[config.mk]
export PLATFORM = sky130hd
export DESIGN_NAME = dbg_halt_ctrl
export DESIGN_NICKNAME = d
export VERILOG_FILES = /design/src/rtl/dbg_ctrl_pkg.sv /design/src/rtl/dbg_step_cnt.sv /design/src/rtl/dbg_halt_ctrl.sv
export SDC_FILE = /design/constraint.sdc
export NUM_CORES = 1
export LEC_CHECK = 0
export ABC_AREA = 1
export CELL_PAD_IN_SITES_DETAIL_PLACEMENT = 1
export CELL_PAD_IN_SITES_GLOBAL_PLACEMENT = 2
export CORE_MARGIN = 10
export CORE_UTILIZATION = 30
export CTS_BUF_LIST = sky130_fd_sc_hd__clkbuf_4 sky130_fd_sc_hd__clkbuf_8 sky130_fd_sc_hd__clkbuf_16
export CTS_CLUSTER_SIZE = 10
export DETAILED_ROUTE_END_ITERATION = 16
export PLACE_DENSITY = 0.82
export SYNTH_ARGS = -nofsm -noshare
export SYNTH_HDL_FRONTEND = slang
export SYNTH_SLANG_ARGS = --single-unit
[constraint.sdc]
create_clock -name sys_clk -period 2.7 [get_ports sys_clk]
set_input_delay 0.54 -clock sys_clk [delete_from_list [all_inputs] [get_ports sys_clk]]
set_output_delay 0.54 -clock sys_clk [all_outputs]
set_load 0.1 [all_outputs]
[src/rtl/dbg_ctrl_pkg.sv]
// Shared types and defaults for the debug halt handshake.
// Imported by the halt controller and its counter.
package dbg_ctrl_pkg;

    typedef enum logic [1:0] {
        IDLE   = 2'd0,
        REQ    = 2'd1,
        HALTED = 2'd2,
        STEP   = 2'd3
    } dbg_state_e;

    localparam int DBG_TIMEOUT = 16;
    localparam int DBG_TO_W    = 5;
    localparam int DBG_STEP_W  = 8;

endpackage

[src/rtl/dbg_step_cnt.sv]
// Saturating counter with a terminal flag.
// Down mode stops at 1 (last at 1); up mode stops at LIMIT-1.
module dbg_step_cnt
    import dbg_ctrl_pkg::*;
#(
    parameter int W     = DBG_STEP_W,
    parameter bit UP    = 1'b0,
    parameter int LIMIT = 1
) (
    input  logic         sys_clk,
    input  logic         sys_rst,
    input  logic         load,
    input  logic [W-1:0] load_val,
    input  logic         en,
    output logic         last
);

    logic [W-1:0] cnt;
    logic         sat;

    // terminal value and saturation point for the selected direction
    always_comb begin
        last = 1'b0;
        sat  = 1'b0;
        if (UP) begin
            last = (cnt == W'(LIMIT - 1));
            sat  = last;
        end else begin
            last = (cnt == W'(1));
            sat  = (cnt <= W'(1));
        end
    end

    // load on entry, otherwise count until saturated
    always_ff @(posedge sys_clk) begin
        if (sys_rst) begin
            cnt <= '0;
        end else if (load) begin
            cnt <= UP ? '0 : load_val;
        end else if (en && !sat) begin
            cnt <= UP ? cnt + W'(1) : cnt - W'(1);
        end
    end

endmodule

[src/rtl/dbg_halt_ctrl.sv]
// Debug-side halt request FSM with N-tick stepping.
// Drives halt_req to counter control, tracks halt_ack.
module dbg_halt_ctrl
    import dbg_ctrl_pkg::*;
#(
    parameter int TIMEOUT = DBG_TIMEOUT,
    parameter int TO_W    = DBG_TO_W,
    parameter int STEP_W  = DBG_STEP_W
) (
    input  logic              sys_clk,
    input  logic              sys_rst,
    input  logic              dbg_mode,
    input  logic              halt_cmd,
    input  logic              resume_cmd,
    input  logic              step_cmd,
    input  logic [STEP_W-1:0] step_val,
    input  logic              err_clr,
    input  logic              halt_ack,
    input  logic              cnt_en,
    output logic              halt_req,
    output logic              halted,
    output logic              busy,
    output logic              step_done,
    output logic              timeout_err,
    output logic              halt_lost
);

    dbg_state_e state_q, state_d;
    logic       step_flag_q, step_flag_d;
    logic       step_done_d;
    logic       to_set, lost_set;
    logic       ack_ok;
    logic       to_load, to_en, to_last;
    logic       st_load, st_en, st_last;

    assign ack_ok  = halt_ack & dbg_mode;
    assign to_load = (state_d == REQ) && (state_q != REQ);
    assign to_en   = (state_q == REQ) && !ack_ok;
    assign st_en   = (state_q == STEP) && cnt_en;

    dbg_step_cnt #(
        .W     (TO_W),
        .UP    (1'b1),
        .LIMIT (TIMEOUT)
    ) u_to_cnt (
        .sys_clk  (sys_clk),
        .sys_rst  (sys_rst),
        .load     (to_load),
        .load_val ('0),
        .en       (to_en),
        .last     (to_last)
    );

    dbg_step_cnt #(
        .W     (STEP_W),
        .UP    (1'b0),
        .LIMIT (1)
    ) u_step_cnt (
        .sys_clk  (sys_clk),
        .sys_rst  (sys_rst),
        .load     (st_load),
        .load_val (step_val),
        .en       (st_en),
        .last     (st_last)
    );

    // next state, step bookkeeping and error set conditions
    always_comb begin
        state_d     = state_q;
        step_flag_d = step_flag_q;
        step_done_d = 1'b0;
        to_set      = 1'b0;
        lost_set    = 1'b0;
        st_load     = 1'b0;
        unique case (state_q)
            IDLE: begin
                if (halt_cmd) begin
                    state_d     = REQ;
                    step_flag_d = 1'b0;
                end
            end
            REQ: begin
                if (resume_cmd) begin
                    state_d = IDLE;
                end else if (ack_ok) begin
                    state_d     = HALTED;
                    step_done_d = step_flag_q;
                end else if (to_last) begin
                    state_d = IDLE;
                    to_set  = 1'b1;
                end
            end
            HALTED: begin
                if (!ack_ok) begin
                    state_d  = IDLE;
                    lost_set = 1'b1;
                end else if (resume_cmd) begin
                    state_d = IDLE;
                end else if (halt_cmd) begin
                    state_d = HALTED;
                end else if (step_cmd) begin
                    if (step_val != '0) begin
                        state_d = STEP;
                        st_load = 1'b1;
                    end else begin
                        step_done_d = 1'b1;
                    end
                end
            end
            STEP: begin
                if (resume_cmd) begin
                    state_d = IDLE;
                end else if (halt_cmd) begin
                    state_d     = REQ;
                    step_flag_d = 1'b0;
                end else if (cnt_en && st_last) begin
                    state_d     = REQ;
                    step_flag_d = 1'b1;
                end
            end
            default: state_d = IDLE;
        endcase
    end

    // state, registered outputs and sticky error flags
    always_ff @(posedge sys_clk) begin
        if (sys_rst) begin
            state_q     <= IDLE;
            step_flag_q <= 1'b0;
            halt_req    <= 1'b0;
            halted      <= 1'b0;
            busy        <= 1'b0;
            step_done   <= 1'b0;
            timeout_err <= 1'b0;
            halt_lost   <= 1'b0;
        end else begin
            state_q     <= state_d;
            step_flag_q <= step_flag_d;
            halt_req    <= (state_d == REQ) || (state_d == HALTED);
            halted      <= (state_d == HALTED);
            busy        <= (state_d == REQ) || (state_d == STEP);
            step_done   <= step_done_d;
            timeout_err <= to_set | (timeout_err & ~err_clr);
            halt_lost   <= lost_set | (halt_lost & ~err_clr);
        end
    end

endmodule

Word-level counts from Yosys, hierarchy flattened --
Cells that the tools add are included.
Cells by class: add/subtract/negate cells 2, order comparisons 1, eq/ne operators 12, multiplexer cells 40, bitwise logic cells 6, reductions and logical operators 17
Operator list (number):
- 2-bit two-way mux | 12
- 1-bit two-way mux | 23
- 8-bit two-way mux | 2
- 2-bit == test, second input constant | 4
- 8-bit by 1-bit == test with 1-bit output, second input constant | 1
- 8-bit by 1-bit <= comparator with 1-bit output, second input constant | 1
- 2-bit one-hot mux with 4 select lines | 1
- 8-bit nonzero test | 1
- 8-bit by 1-bit subtractor with 8-bit output, second input constant | 1
- 1-bit logical AND | 6
- 5-bit by 1-bit adder with 5-bit output, second input constant | 1
- 5-bit by 4-bit == test with 1-bit output, second input constant | 1
- 2-bit by 1-bit == test with 1-bit output, second input constant | 2
- 2-bit != test, second input constant | 2
- 1-bit one-hot mux with 2 select lines | 2
- 4-bit AND reduction | 1
- 2-bit nonzero test | 2
- 1-bit bitwise AND | 3
- 1-bit zero test | 3
- 3-bit by 2-bit != test with 1-bit output, second input constant | 1
- 2-bit zero test | 1
- 1-bit logical OR | 2
- 2-bit by 1-bit != test with 1-bit output, second input constant | 1
- 1-bit OR | 2
- 2 further kinds | 2
Storage, ports and cells: register bits after elaboration 22, bits of input ports 17, output and inout bits 6, word-level logic and storage cells 88

Longest topological paths before layout --
Gate-level depths: netlist of run 1.
depth after elaboration 10, depth in mapped cells 14

By module --
Synthesis of run 1 repeated with hierarchy kept, for this count alone.
Second synthesis, totals: cells, all modules 214, area total of the unflattened synthesis 1450.1 um2
Modules (own cells, without submodules):
- dbg_halt_ctrl | times used 1, cells each 89, area each 595.6 um2, seq. area each 160.2 um2
- dbg_step_cnt at u_step_cnt | times used 1, cells each 91, area each 584.3 um2, seq. area each 160.2 um2
- dbg_step_cnt at u_to_cnt | times used 1, cells each 34, area each 270.3 um2, seq. area each 100.1 um2

Worst setup path before layout of run 1 --
Ideal clock, no wire load.
path kind flip-flop to flip-flop, start point register u_to_cnt.cnt[0], end point register u_to_cnt.cnt[4], library setup time 0.070 ns, arrival time 1.917 ns, required time 2.630 ns, slack 0.713 ns, cell stages (with the launch flop) 15, path buffers 0, period minus slack after synthesis 1.987 ns, cell sequence dfxtp_1 > ha_1 > inv_1 > nor3_1 > ha_1 > nand3b_1 > o22ai_1 > nand3_1 > nand2_1 > nand2_1 > inv_1 > ha_1 > a21oi_1 > o21ai_0 > a21oi_1
On the way: cells in the longest elaborated chain, start to end 8, elaborated cells between the ends (all ways) 11, classes of those cells 1 x add/sub; 2 x eq/ne; 4 x mux; 4 x reduce/logical
Ends and longest elaborated chain:
- start: declaration | RTL line dbg_step_cnt.sv:18 | logic [W-1:0] cnt;
- start signal: assignment | RTL line dbg_step_cnt.sv:39 | cnt <= UP ? '0 : load_val;
- start signal: assignment | RTL line dbg_step_cnt.sv:41 | cnt <= UP ? cnt + W'(1) : cnt - W'(1);
- 5-bit by 4-bit == test with 1-bit output | RTL line dbg_step_cnt.sv:26 | last = (cnt == W'(LIMIT - 1));
- 2-bit two-way mux | RTL line dbg_halt_ctrl.sv:88 | end else if (to_last) begin
- 2-bit two-way mux | RTL line dbg_halt_ctrl.sv:85 | end else if (ack_ok) begin
- 2-bit two-way mux | RTL line dbg_halt_ctrl.sv:83 | if (resume_cmd) begin
- 2-bit one-hot mux with 4 select lines | RTL line dbg_halt_ctrl.sv:75 | unique case (state_q)
- named net state_d[0] | RTL line dbg_halt_ctrl.sv:28 | dbg_state_e state_q, state_d;
- 2-bit by 1-bit == test with 1-bit output | RTL line dbg_halt_ctrl.sv:37 | assign to_load = (state_d == REQ) && (state_q != REQ);
- 1-bit logical AND | RTL line dbg_halt_ctrl.sv:37
- 2-bit OR reduction (no line)
The timed path passes the listed nets, and every way through them passes these cells. A chain may end at the register's enable or synchronous reset.

Worst setup path in the final report of run 1 --
start point register u_to_cnt.cnt[0], end point register u_to_cnt.cnt[0]
Same word-level chain as after synthesis.

==> run summary, run 1 <==
Fin util -> 0.387
Wl on met1 -> 1.98 mm
# rows -> 25
Max Cap Viol -> 0
Crit path DAT -> 2.47 ns
Die width -> 90.3 um
Asr flop ratio synth -> 0
Post-route ant nets -> 0
Post-cts sizing count -> 0
CTS buffer count -> 3
Final worst-path setup slack -> 0.434 ns
Die area -> 8150 um^2
Vias post-DR -> 1,397
WHS -> 0.491 ns
Min Tclk post-route -> 2.27 ns
Final Max Tran Viols -> 0
Critical path peak fanout -> 4
Post-synth EDFFs -> 0
Layout area overhead -> 24.1%
Total track usage -> 0.105
TritonCTS clock tree -> done
WL per Instance -> 13.6 um
Synth warn -> 0
Synth cell count leaders -> 35 x nand2_1, 32 x inv_1, 27 x nor2_1, 23 x nand3_1, 22 x dfxtp_1
IO Count -> 23
Setup WS pre-CTS -> 0.168 ns
Sink Count -> 22
Post-CTS Setup Bufs -> 0
Buffers on Ports -> 22
Total negative slack -> 0 ns
Root Driver -> clkbuf_8
Worst Path Required -> 2.90 ns
Post-CTS Hold Fix Bufs -> 0
Setup violators final -> 0
Vias/cell -> 4.58
Non-Filler Instances -> 305
Slew @ Worst Pin -> 0.402 ns
DP HPWL -> 3.34 mm
Layout cell share with drive strength beyond 1 -> 0.122
Worst-Skew Late Latency -> 0.26 ns
Most frequent cell after synthesis -> nand2_1
Detailed Route WL -> 4.14 mm
Post-Synthesis Net Count -> 239
Status -> finished clean
Pwr per Cell Area -> 428 nW/um^2
Gp weighted congestion -> 0.771
N_diodes -> 0
Post-Synthesis Cells -> 211
Die H -> 90.3 um
Yosys top cell area share -> 0.297
Post-synthesis sequential area ratio -> 0.297
Initial Utilization -> 0.312
Design area -> 1840 um^2
Hold Crit Class -> reg -> reg
Predominant post-synthesis flop cell -> dfxtp_1
Yosys top cell by area -> dfxtp_1
Setup crit start kind -> flop
Pre-antenna DRT Iters -> 4
Highest routed layer -> met4
Setup Skew -> 0.00239 ns
Clk buf depth -> 2
Metal2 WL -> 2.05 mm
Final Net Count -> 267
Hold Fails Final Rpt -> 0
Tcrit/Tclk final -> 0.839
DRC violations left -> 0
Inst Count DP -> 301
Largest net degree at the start of global routing -> 17
Critical path endpoint category -> flop
Core area -> 4750 um^2
Slew headroom -> 0.730
Metal3 WL -> 86 um
Fillers -> 615
Fmax -> 0.441 GHz
FF+latch count, synth -> 22
Peak supply drop -> 0.000196 V
GRT overflow -> 0
Top area cells in the synthesized netlist -> dfxtp_1 30%, ha_1 9.3%, nand2_1 8.9%, inv_1 8.1%, nand3_1 7.8%
Total chip power -> 0.787 mW
Worst-path clk slew -> 0.09 ns
Post-Syn Area -> 1480 um^2
H-tree Lvls -> 1
Avg Synthesized Cell Area -> 7.03 um^2
Leakage power -> 0.835 nW
DR iter-0 viols -> 57
Placed inst area -> 1770 um^2
Initial antenna violation count -> 0
RSZ-0062 raised after global routing -> no
Vias in the first global route -> 1,525
First-pass GRT wire length -> 7.17 mm
Yosys cell types -> 29
CP Class -> reg -> reg
==> power by group <==
part / internal (mW) / switching [mW]
clock: 0.198 / 0.115
combinational: 0.0504 / 0.0860
sequential: 0.332 / 0.00487
==> flip-flops by register name, indices dropped and copies added, names as in the netlist <==
name and flops:
u_step_cnt.cnt 8, u_to_cnt.cnt 5, state_q 2, busy 1, halt_lost 1, halt_req 1, halted 1, step_done 1
step_flag_q 1, timeout_err 1
==> worst paths after layout <==
path,slack [ns],cells past startpoint,from,to
min,0.49,2,step_flag_q$_SDFFE_PP0P_,step_done$_SDFF_PP0_
max reg2reg,0.43,14,u_to_cnt.cnt[0]$_SDFFE_PP0P_,u_to_cnt.cnt[0]$_SDFFE_PP0P_
max,0.43,14,u_to_cnt.cnt[0]$_SDFFE_PP0P_,u_to_cnt.cnt[0]$_SDFFE_PP0P_
min reg2reg,0.49,2,step_flag_q$_SDFFE_PP0P_,step_done$_SDFF_PP0_
==> cell families after synthesis <==
kind of cell	Yosys count	share of synthesized area
xor+xnor	6	0.0354
compound gates	23	0.0911
fa+ha+maj	11	0.0928
buf+inv	38	0.113
simple gates	111	0.370
flops	22	0.297
==> area by class of cell <==
class	count	area [um^2]	area share
Sequential cell	22	440	0.239
Timing Repair Buffer	26	235	0.128
Tap cell	67	83.8	0.0456
Inverter	35	134	0.0728
Clock buffer	3	41.3	0.0224
Multi-Input combinational cell	151	875	0.476
Clock inverter	1	30.0	0.0163
==> cell usage in the layout, fill, tap and decap left out, types with 6 or more instances in the layout <==
cell type | Yosys | final
nor2_1 | 27 | 27
buf_4 | 0 | 10
clkdlybuf4s50_1 | 0 | 16
ha_1 | 11 | 11
a21oi_1 | 8 | 8
inv_1 | 32 | 32
nand2_1 | 35 | 35
nand4_1 | 8 | 8
dfxtp_1 | 22 | 22
nand3_1 | 23 | 23
o21ai_0 | 6 | 6
==> routing by layer <==
metal | global-route usage | up-vias
li1 | - | 735
met1 | 0.126 | 647
met2 | 0.184 | 13
met3 | 0.0224 | 2
met4 | 0.0265 | 0
met5 | 0 | -
==> worst max-delay path, cell delays in order, from the launching register on <==
cell      delay, ns
dfxtp_1        0.39
ha_1           0.20
inv_1          0.06
nor3_1         0.18
ha_1           0.24
nand3b_1       0.16
o22ai_1        0.08
nand3_1        0.09
nand2_1        0.05
nand2_1        0.10
inv_1          0.07
ha_1           0.19
a21oi_1        0.18
inv_1          0.11
a21oi_1        0.12
Power figures use the tool's default switching activity.
==> run 2, diff against run 1 <==
clock period = 2.3 ns   (was 2.7 ns; I/O delays follow)
==> run summary, run 2 (synthesized netlist as in run 1, its figures left out) <==
Metal3 WL -> 112 um
Final Max Tran Viols -> 0
GRT overflow -> 0
Setup violators final -> 0
Wl on met1 -> 1.87 mm
DP HPWL -> 3.45 mm
Commonest cells after routing, fill and taps aside -> 35 x nand2_1, 31 x inv_1, 27 x nor2_1, 23 x nand3_1
Final Net Count -> 277
Die area -> 8150 um^2
Gp weighted congestion -> 0.820
Tcrit/Tclk final -> 0.905
Worst Path Required -> 2.50 ns
Crit path DAT -> 2.28 ns
Vias/cell -> 4.58
Total track usage -> 0.108
Min Tclk post-route -> 2.08 ns
IO Count -> 23
H-tree Lvls -> 1
Highest routed layer -> met4
Worst-Skew Late Latency -> 0.27 ns
Critical path endpoint category -> flop
Slew headroom -> 0.741
Layout area overhead -> 29.1%
Initial antenna violation count -> 0
Slowest cell on the critical path -> dfxtp_2
Buffers on Ports -> 22
Die H -> 90.3 um
Pwr per Cell Area -> 450 nW/um^2
Total chip power -> 0.862 mW
DR iter-0 viols -> 47
Max Cap Viol -> 0
Max incr delay on CP -> 0.34 ns
Cell breakdown of the critical path -> ha_1, inv_1, nor3_2, ha_2, nand3b_1, o22ai_1, nand3_1, nand2_1, nand2_1, inv_1, ha_2, a21oi_2, o21ai_1, a21oi_1
Peak supply drop -> 0.000236 V
RSZ-0062 raised after global routing -> no
CP bufs+invs -> 2
Status -> finished clean
Worst-path clk slew -> 0.08 ns
Leakage power -> 0.877 nW
Vias post-DR -> 1,444
Post-route ant nets -> 0
N_diodes -> 0
Detailed Route WL -> 4.23 mm
CTS buffer count -> 3
Root Driver -> clkbuf_8
Largest net degree at the start of global routing -> 17
Core area -> 4750 um^2
Fin util -> 0.403
Largest registers -> u_step_cnt.cnt (8), u_to_cnt.cnt (5), state_q (2)
Most common cell after layout, fill and taps aside -> nand2_1
Critical path peak fanout -> 3
Sink Count -> 22
TritonCTS clock tree -> done
Fmax -> 0.480 GHz
CP Class -> reg -> reg
Die width -> 90.3 um
First-pass GRT wire length -> 7.32 mm
Clk buf depth -> 2
Setup crit start kind -> flop
Vias in the first global route -> 1,561
Slew @ Worst Pin -> 0.386 ns
Pre-antenna DRT Iters -> 4
Initial Utilization -> 0.312
Layout cell share with drive strength beyond 1 -> 0.185
Metal2 WL -> 2.20 mm
Setup Skew -> 0.00643 ns
Hold Crit Class -> reg -> reg
# rows -> 25
DRC violations left -> 0
Hold Fails Final Rpt -> 0
Fillers -> 627
Crit-path leading delay family -> adder cells
Number of flip-flops in the largest register -> 8
WL per Instance -> 13.4 um
Largest reg by FF count -> u_step_cnt.cnt
==> run 2: layout make-up <==
type / instances / area, um^2 / share of cell area
inverter: 35 / 134 / 0.0699
tap: 67 / 83.8 / 0.0438
clock buffer: 4 / 55.1 / 0.0288
sequential: 22 / 443 / 0.231
multi-input combinational: 151 / 888 / 0.464
timing repair buffer: 36 / 310 / 0.162
==> run 2: worst register-to-register path: cells and delay by family, from the launching register on <==
kind | cells | cell delay (ns)
buffers and inverters | 2 | 0.13
AO/OA/AOI/OAI | 4 | 0.43
adder cells (fa/ha/maj) | 3 | 0.58
flip-flops | 1 | 0.34
AND/OR/NAND/NOR | 5 | 0.56
==> run 2: metal layers <==
layer | global-route usage | up-vias
li1 | - | 755
met1 | 0.123 | 670
met2 | 0.192 | 14
met3 | 0.0249 | 5
met4 | 0.0358 | 0
met5 | 0 | -
==> run 2: power by group <==
group	internal, mW	total [mW]	switching, mW	leakage [nW]
Combinational	0.0732	0.180	0.107	0.669
Clock	0.153	0.286	0.133	0.0288
Sequential	0.390	0.396	0.00543	0.179
Total	0.616	0.862	0.246	0.877
==> run 2: metrics by stage <==
step                hold slack, ns  setup TNS (ns)  cells  setup slack [ns]  instance area [um^2]
finish                       0.489               0    315             0.218                  1910
global route                 0.529               0    315            0.0200                  1910
CTS                          0.502               0    312           0.00868                  1880
detailed placement           0.485          -0.119    308           -0.0464                  1820
global placement             0.486          -0.115    308           -0.0488                  1820
floorplan                    0.442               0    211             0.313                  1480
==> run 2: what timing repair did <==
action	4_1_cts	5_1_grt
hold buffers	0	0
resized for setup	0	9
setup buffers	0	3
endpoints found under the setup margin	0	5
==> run 2: path summary, 6_finish.rpt <==
path	startpoint	to	slack, ns	cells past startpoint
setup / recovery	u_to_cnt.cnt[1]$_SDFFE_PP0P_	u_to_cnt.cnt[4]$_SDFFE_PP0P_	0.22	14
hold / removal	u_to_cnt.cnt[1]$_SDFFE_PP0P_	u_to_cnt.cnt[1]$_SDFFE_PP0P_	0.49	2
setup reg to reg	u_to_cnt.cnt[1]$_SDFFE_PP0P_	u_to_cnt.cnt[4]$_SDFFE_PP0P_	0.22	14
hold reg to reg	u_to_cnt.cnt[1]$_SDFFE_PP0P_	u_to_cnt.cnt[1]$_SDFFE_PP0P_	0.49	2
